## src/rtl/qm_muldiv_pkg.sv

```systemverilog
// Shared operation codes, FSM encoding and op-class helpers for the
// iterative multiply/divide unit.
package qm_muldiv_pkg;

    localparam logic [2:0] MD_MULT  = 3'd0;
    localparam logic [2:0] MD_MULTU = 3'd1;
    localparam logic [2:0] MD_DIV   = 3'd2;
    localparam logic [2:0] MD_DIVU  = 3'd3;
    localparam logic [2:0] MD_MTHI  = 3'd4;
    localparam logic [2:0] MD_MTLO  = 3'd5;

    typedef enum logic [1:0] {
        QM_MD_IDLE = 2'd0,
        QM_MD_RUN  = 2'd1,
        QM_MD_FIX  = 2'd2
    } md_state_t;

    function automatic logic is_iter_op(input logic [2:0] op);
        return (op == MD_MULT) || (op == MD_MULTU) || (op == MD_DIV) || (op == MD_DIVU);
    endfunction

    function automatic logic is_signed_op(input logic [2:0] op);
        return (op == MD_MULT) || (op == MD_DIV);
    endfunction

    function automatic logic is_mul_op(input logic [2:0] op);
        return (op == MD_MULT) || (op == MD_MULTU);
    endfunction

endpackage

```

## src/rtl/qm_muldiv_signfix.sv

```systemverilog
// Sign conditioning: operand magnitudes at start, and result negation
// (64-bit product or separate quotient/remainder) in the FIX cycle.
module qm_muldiv_signfix
    import qm_muldiv_pkg::*;
#(
    parameter int WIDTH = 32
) (
    input  logic [WIDTH-1:0] a,
    input  logic [WIDTH-1:0] b,
    input  logic             signed_op,
    output logic [WIDTH-1:0] a_mag,
    output logic [WIDTH-1:0] b_mag,
    output logic             a_neg,
    output logic             b_neg,
    input  logic [WIDTH-1:0] hi_raw,
    input  logic [WIDTH-1:0] lo_raw,
    input  logic             is_mul,
    input  logic             neg_q,
    input  logic             neg_r,
    output logic [WIDTH-1:0] hi_fix,
    output logic [WIDTH-1:0] lo_fix
);

    logic signed [WIDTH-1:0]   a_s;
    logic signed [WIDTH-1:0]   b_s;
    logic signed [WIDTH-1:0]   hi_s;
    logic signed [WIDTH-1:0]   lo_s;
    logic signed [2*WIDTH-1:0] prod_s;
    logic signed [2*WIDTH-1:0] prod_neg;
    logic signed [WIDTH-1:0]   hi_neg;
    logic signed [WIDTH-1:0]   lo_neg;

    assign a_s = a;
    assign b_s = b;

    // The most negative value negates to itself, which is exactly the
    // unsigned magnitude the datapath needs.
    assign a_neg = signed_op & a[WIDTH-1];
    assign b_neg = signed_op & b[WIDTH-1];
    assign a_mag = a_neg ? -a_s : a_s;
    assign b_mag = b_neg ? -b_s : b_s;

    assign hi_s     = hi_raw;
    assign lo_s     = lo_raw;
    assign prod_s   = {hi_raw, lo_raw};
    assign prod_neg = -prod_s;
    assign hi_neg   = -hi_s;
    assign lo_neg   = -lo_s;

    always_comb begin
        hi_fix = hi_raw;
        lo_fix = lo_raw;
        if (is_mul) begin
            if (neg_q) begin
                hi_fix = prod_neg[2*WIDTH-1:WIDTH];
                lo_fix = prod_neg[WIDTH-1:0];
            end
        end else begin
            if (neg_q) lo_fix = lo_neg;
            if (neg_r) hi_fix = hi_neg;
        end
    end

endmodule

```

## src/rtl/qm_muldiv.sv

```systemverilog
// Radix-2 iterative multiply/divide unit with architectural HI/LO registers;
// one 32-step sequencer shared by multiply (shift-add) and divide (restoring).
module qm_muldiv
    import qm_muldiv_pkg::*;
#(
    parameter int WIDTH = 32
) (
    input  logic             sys_clk,
    input  logic             sys_rst,
    input  logic             i_Start,
    input  logic [2:0]       i_Op,
    input  logic [WIDTH-1:0] i_A,
    input  logic [WIDTH-1:0] i_B,
    output logic             o_Busy,
    output logic             o_Done,
    output logic [WIDTH-1:0] o_HI,
    output logic [WIDTH-1:0] o_LO
);

    localparam int CNT_W = $clog2(WIDTH);

    md_state_t        state;
    md_state_t        state_nxt;
    logic [CNT_W-1:0] iter_cnt;
    logic             done;
    logic [WIDTH-1:0] hi_reg;
    logic [WIDTH-1:0] lo_reg;

    logic [WIDTH-1:0] acc_hi;
    logic [WIDTH-1:0] acc_lo;
    logic [WIDTH-1:0] opnd;
    logic [WIDTH-1:0] a_orig;
    logic             is_mul;
    logic             neg_q;
    logic             neg_r;
    logic             div_zero;

    logic             start_iter;
    logic             start_idle;
    logic [WIDTH-1:0] a_mag;
    logic [WIDTH-1:0] b_mag;
    logic             a_neg;
    logic             b_neg;
    logic [WIDTH-1:0] hi_fix;
    logic [WIDTH-1:0] lo_fix;

    logic [WIDTH:0]   mul_sum;
    logic [WIDTH:0]   div_shift;
    logic             div_ge;
    logic [WIDTH-1:0] div_diff;

    assign start_idle = (state == QM_MD_IDLE) && i_Start;
    assign start_iter = start_idle && is_iter_op(i_Op);

    qm_muldiv_signfix #(.WIDTH(WIDTH)) u_signfix (
        .a         (i_A),
        .b         (i_B),
        .signed_op (is_signed_op(i_Op)),
        .a_mag     (a_mag),
        .b_mag     (b_mag),
        .a_neg     (a_neg),
        .b_neg     (b_neg),
        .hi_raw    (acc_hi),
        .lo_raw    (acc_lo),
        .is_mul    (is_mul),
        .neg_q     (neg_q),
        .neg_r     (neg_r),
        .hi_fix    (hi_fix),
        .lo_fix    (lo_fix)
    );

    always_ff @(posedge sys_clk or posedge sys_rst) begin
        if (sys_rst) state <= QM_MD_IDLE;
        else         state <= state_nxt;
    end

    always_comb begin
        state_nxt = state;
        case (state)
            QM_MD_IDLE: if (start_iter) state_nxt = QM_MD_RUN;
            QM_MD_RUN:  if (iter_cnt == CNT_W'(WIDTH - 1)) state_nxt = QM_MD_FIX;
            QM_MD_FIX:  state_nxt = QM_MD_IDLE;
            default:    state_nxt = QM_MD_IDLE;
        endcase
    end

    always_ff @(posedge sys_clk or posedge sys_rst) begin
        if (sys_rst) begin
            iter_cnt <= '0;
            done     <= 1'b0;
        end else begin
            done <= (state == QM_MD_FIX);
            if (start_iter)              iter_cnt <= '0;
            else if (state == QM_MD_RUN) iter_cnt <= iter_cnt + 1'b1;
        end
    end

    // One radix-2 step: multiply keeps {acc_hi, multiplier} shifting right,
    // divide keeps {remainder, quotient} shifting left.
    assign mul_sum   = {1'b0, acc_hi} + (acc_lo[0] ? {1'b0, opnd} : '0);
    assign div_shift = {acc_hi, acc_lo[WIDTH-1]};
    assign div_ge    = (div_shift >= {1'b0, opnd});
    assign div_diff  = div_shift[WIDTH-1:0] - opnd;

    always_ff @(posedge sys_clk) begin
        if (start_iter) begin
            is_mul   <= is_mul_op(i_Op);
            neg_q    <= a_neg ^ b_neg;
            neg_r    <= a_neg;
            div_zero <= !is_mul_op(i_Op) && (i_B == '0);
            a_orig   <= i_A;
            acc_hi   <= '0;
            acc_lo   <= is_mul_op(i_Op) ? b_mag : a_mag;
            opnd     <= is_mul_op(i_Op) ? a_mag : b_mag;
        end else if (state == QM_MD_RUN) begin
            if (is_mul) begin
                acc_hi <= mul_sum[WIDTH:1];
                acc_lo <= {mul_sum[0], acc_lo[WIDTH-1:1]};
            end else begin
                acc_hi <= div_ge ? div_diff : div_shift[WIDTH-1:0];
                acc_lo <= {acc_lo[WIDTH-2:0], div_ge};
            end
        end
    end

    // Divide by zero bypasses sign correction: HI returns the raw dividend.
    always_ff @(posedge sys_clk or posedge sys_rst) begin
        if (sys_rst) begin
            hi_reg <= '0;
            lo_reg <= '0;
        end else if (state == QM_MD_FIX) begin
            hi_reg <= div_zero ? a_orig : hi_fix;
            lo_reg <= div_zero ? '1 : lo_fix;
        end else if (start_idle && (i_Op == MD_MTHI)) begin
            hi_reg <= i_A;
        end else if (start_idle && (i_Op == MD_MTLO)) begin
            lo_reg <= i_A;
        end
    end

    assign o_Busy = (state != QM_MD_IDLE);
    assign o_Done = done;
    assign o_HI   = hi_reg;
    assign o_LO   = lo_reg;

endmodule

```

## config.mk

```make
export PLATFORM = sky130hd
export DESIGN_NAME = qm_muldiv
export DESIGN_NICKNAME = d
export VERILOG_FILES = /design/src/rtl/qm_muldiv_pkg.sv /design/src/rtl/qm_muldiv_signfix.sv /design/src/rtl/qm_muldiv.sv
export SDC_FILE = /design/constraint.sdc
export NUM_CORES = 1
export LEC_CHECK = 0
export CAP_MARGIN = 10
export CORE_ASPECT_RATIO = 0.9
export CORE_MARGIN = 3
export CORE_UTILIZATION = 40
export DETAILED_ROUTE_END_ITERATION = 16
export MAX_ROUTING_LAYER = met4
export SETUP_SLACK_MARGIN = 0.02
export SLEW_MARGIN = 25
export SYNTH_ARGS = -nofsm -noshare
export SYNTH_HDL_FRONTEND = slang
export SYNTH_SLANG_ARGS = --single-unit
```

## constraint.sdc

```tcl
create_clock -name sys_clk -period 4.4 [get_ports sys_clk]
set_input_delay 0.88 -clock sys_clk [delete_from_list [all_inputs] [get_ports sys_clk]]
set_output_delay 0.88 -clock sys_clk [all_outputs]
set_load 0.05 [all_outputs]
```

==> impl_metrics.yaml <==
critical_path:
  r2r_slack_ns: 0.53
  path_cells: "inv_1 > ha_1 > a21oi_1 > o21ai_0 > a2111oi_0 > a211oi_1 > or2_2 > mux2_2 > o21ai_0 > a21oi_1"
  cp-end-kind: "flop"
  critPathSlowestCell: "or2_2"
  cp_data_required_time_ns: 4.79
  r2r_cells: 10
  worstSetupStartpointType: "flop"
  cp_slowest_stage_delay_ns: 0.63
  critPathArrivalTime_ns: 4.26
  timing_worst_setup_path_type: "reg -> reg"
  worst-path-max-fanout: 21
timing:
  rsz0062_at_grt: "false"
  whs_ns: 0.4774
  worst_pin_slew_ns: 0.8724
  max-slew-margin-rel_pct: 41.84
  finalSetupViolCount: 0
  fin_ws_ns: 0.5294
  clock_skew_ns: 0.02006
  finalHoldViolCount: 0
  finalSetupTns_ns: 0
  period_share_pct: 87.97
  drv_slew: 0
  finalCriticalPeriod_ns: 3.871
  fmax_mhz: 258.4
detailed_routing:
  highest_layer: "met4"
  wire_per_inst_um: 23.56
  drc: 0
  wirelength_um: 58820
  drt_first_pass_iters: 5
  drt_iter0_drc: 1587
  ant_nets: 0
  num_vias: 15080
  wl_met3_um: 5311
  dr_wl_met2_um: 25680
  met1_length_um: 26740
  vias_per_cell: 6.037
global_routing:
  track_usage_pct: 28.22
  grt_start_max_net_pins: 93
  grt_overflow: 0
  grt_pass1_vias: 14310
  grt_pass1_wl_um: 89150
  antenna_found_initial: 1
cells_and_area:
  nets: 2104
  final_common_cell: "nand2_1"
  drive_above_1_share_pct: 9.192
  fin_area_sq_mm: 0.01871
  syn_to_final_growth_pct: 20.06
  stdcell_count: 2497
  fill_cells: 3686
  utilization_pct: 49.48
  antenna_cells: 0
  final_cell_mix: "227 x nand2_1, 148 x a21oi_1, 146 x o21ai_0, 135 x clkdlybuf4s50_1, 134 x nor2_1"
yosys:
  yosysTopAreaCellShare_pct: 19.27
  synth_ff_type: "edfxtp_1"
  synth_nets: 1954
  synth-edff-count: 100
  synthArstFlopShare_pct: 35.29
  syn_avg_cell_area_sq_um: 8.598
  yosys_warnings: 0
  syn_area_sq_mm: 0.01558
  synth_top_area_cell: "edfxtp_1"
  yosys-top-cells-area: "edfxtp_1 19%, dfrtp_1 12%, ha_1 5.6%, nand2_1 5.5%, xnor2_1 5.4%"
  yosysSeqAreaShare_pct: 34.95
  synth_cell_types: 91
  synth-seq-cells: 204
  postSynthCellCount: 1812
place:
  dpl.hpwl_um: 44870
  place_congestion: 0.9732
  dp_slack_ns: 0.1444
  post_dp_cell_area_sq_mm: 0.01783
  dp.cells: 2452
  io_buffers: 135
power:
  finalPower_mw: 13.91
  p_per_area_mw_per_mm2: 743.7
  vdd_drop_max_uv: 489.1
  p_leak_nw: 7.466
clock_network:
  clockRootBuffer: "clkbuf_16"
  cts_resized: 0
  cts_tree: "built"
  clk_latency_ns: 0.55
  cts_buffers: 25
  cts_setup_buffers: 0
  max-clock-path-buffers: 3
  cts_sinks: 204
  h-tree-depth: 1
  clkTransAtPathRegs_ns: 0.06
  hold_buffers: 0
die:
  die_w_um: 214.0
  core_sq_mm: 0.03781
  ios: 136
  die_area_sq_mm: 0.04136
  initial_utilization_pct: 41.21
  chipHeight_um: 193.2
  std_cell_rows: 67
outcome:
  status: "finished, final reports clean"
run:
  drv_cap: 0
worst_hold_path:
  hold_path_depth: 2
  hold_class: "reg -> reg"
where the power goes:
part / internal (mW) / total (mW) / switching, mW
clock network: 1.37 / 2.24 / 0.868
logic: 3.14 / 8.12 / 4.98
registers: 2.82 / 3.56 / 0.740
total: 7.32 / 13.9 / 6.59
synthesized netlist by cell type (all sizes together) (13+ instances only):
cell type / number
xor2: 80
a21o: 23
nor4: 16
ha: 70
edfxtp: 100
inv: 59
or3: 19
dfxtp: 32
a21oi: 148
buf: 17
a211oi: 35
dfrtp: 72
nand3: 28
nor2: 137
o41ai: 13
clkbuf: 85
nor3: 40
o21ai: 155
xnor2: 96
mux2i: 76
nand2: 227
or4: 13
nand2b: 17
o31ai: 24
o22ai: 46
worst paths after layout:
path                          endpoint  startpoint
max                         acc_hi[11]    opnd[24]
min                           o_LO[15]    o_LO[15]
max reg2reg                 acc_hi[11]    opnd[24]
min reg2reg                   o_LO[15]    o_LO[15]
max in group asynchronous  iter_cnt[2]     sys_rst
min in group asynchronous     o_HI[24]     sys_rst
layout make-up:
class | instances | area [sq um] | area share (%)
well taps | 517 | 646.9 | 3.458
clock buffers | 32 | 671.9 | 3.592
flip-flops and latches | 204 | 5445 | 29.11
clock inverters | 13 | 200.2 | 1.070
inverters | 62 | 235.2 | 1.258
repair buffers | 225 | 2052 | 10.97
multi-input cells | 1444 | 9454 | 50.54
state kept, by name, summed over array words and instances, names as in the netlist:
name      count
a_orig       32
acc_hi       32
acc_lo       32
div_zero      1
is_mul        1
iter_cnt      5
neg_q         1
neg_r         1
o_Done        1
o_HI         32
o_LO         32
opnd         32
state         2
cell families (layout without fill, tap and decap cells):
group	after synthesis	count (layout)	share of synthesized area, %
AND/OR/NAND/NOR	564	564	17.35
AO/OA/AOI/OAI	554	554	22.46
flip-flops	204	204	34.95
XOR/XNOR	176	176	9.894
buffers and inverters	164	332	4.441
multiplexers	78	78	5.027
adder cells (fa/ha/maj)	72	72	5.879
per-layer routing:
metal	vias up	GRT usage (%)
met5	-	-
met3	79	4.204
met2	626	42.21
li1	6952	-
met4	0	5.035
met1	7418	41.03
critical path: cells and delay by family, from the launching register on:
kind | cells | cell delay (ns)
DFF | 1 | 0.44
buffers and inverters | 1 | 0.10
and+or+nand+nor | 1 | 0.63
AOI/OAI and AO/OA | 6 | 1.78
muxes | 1 | 0.37
adders and majority gates | 1 | 0.40
Power figures use the tool's default switching activity.
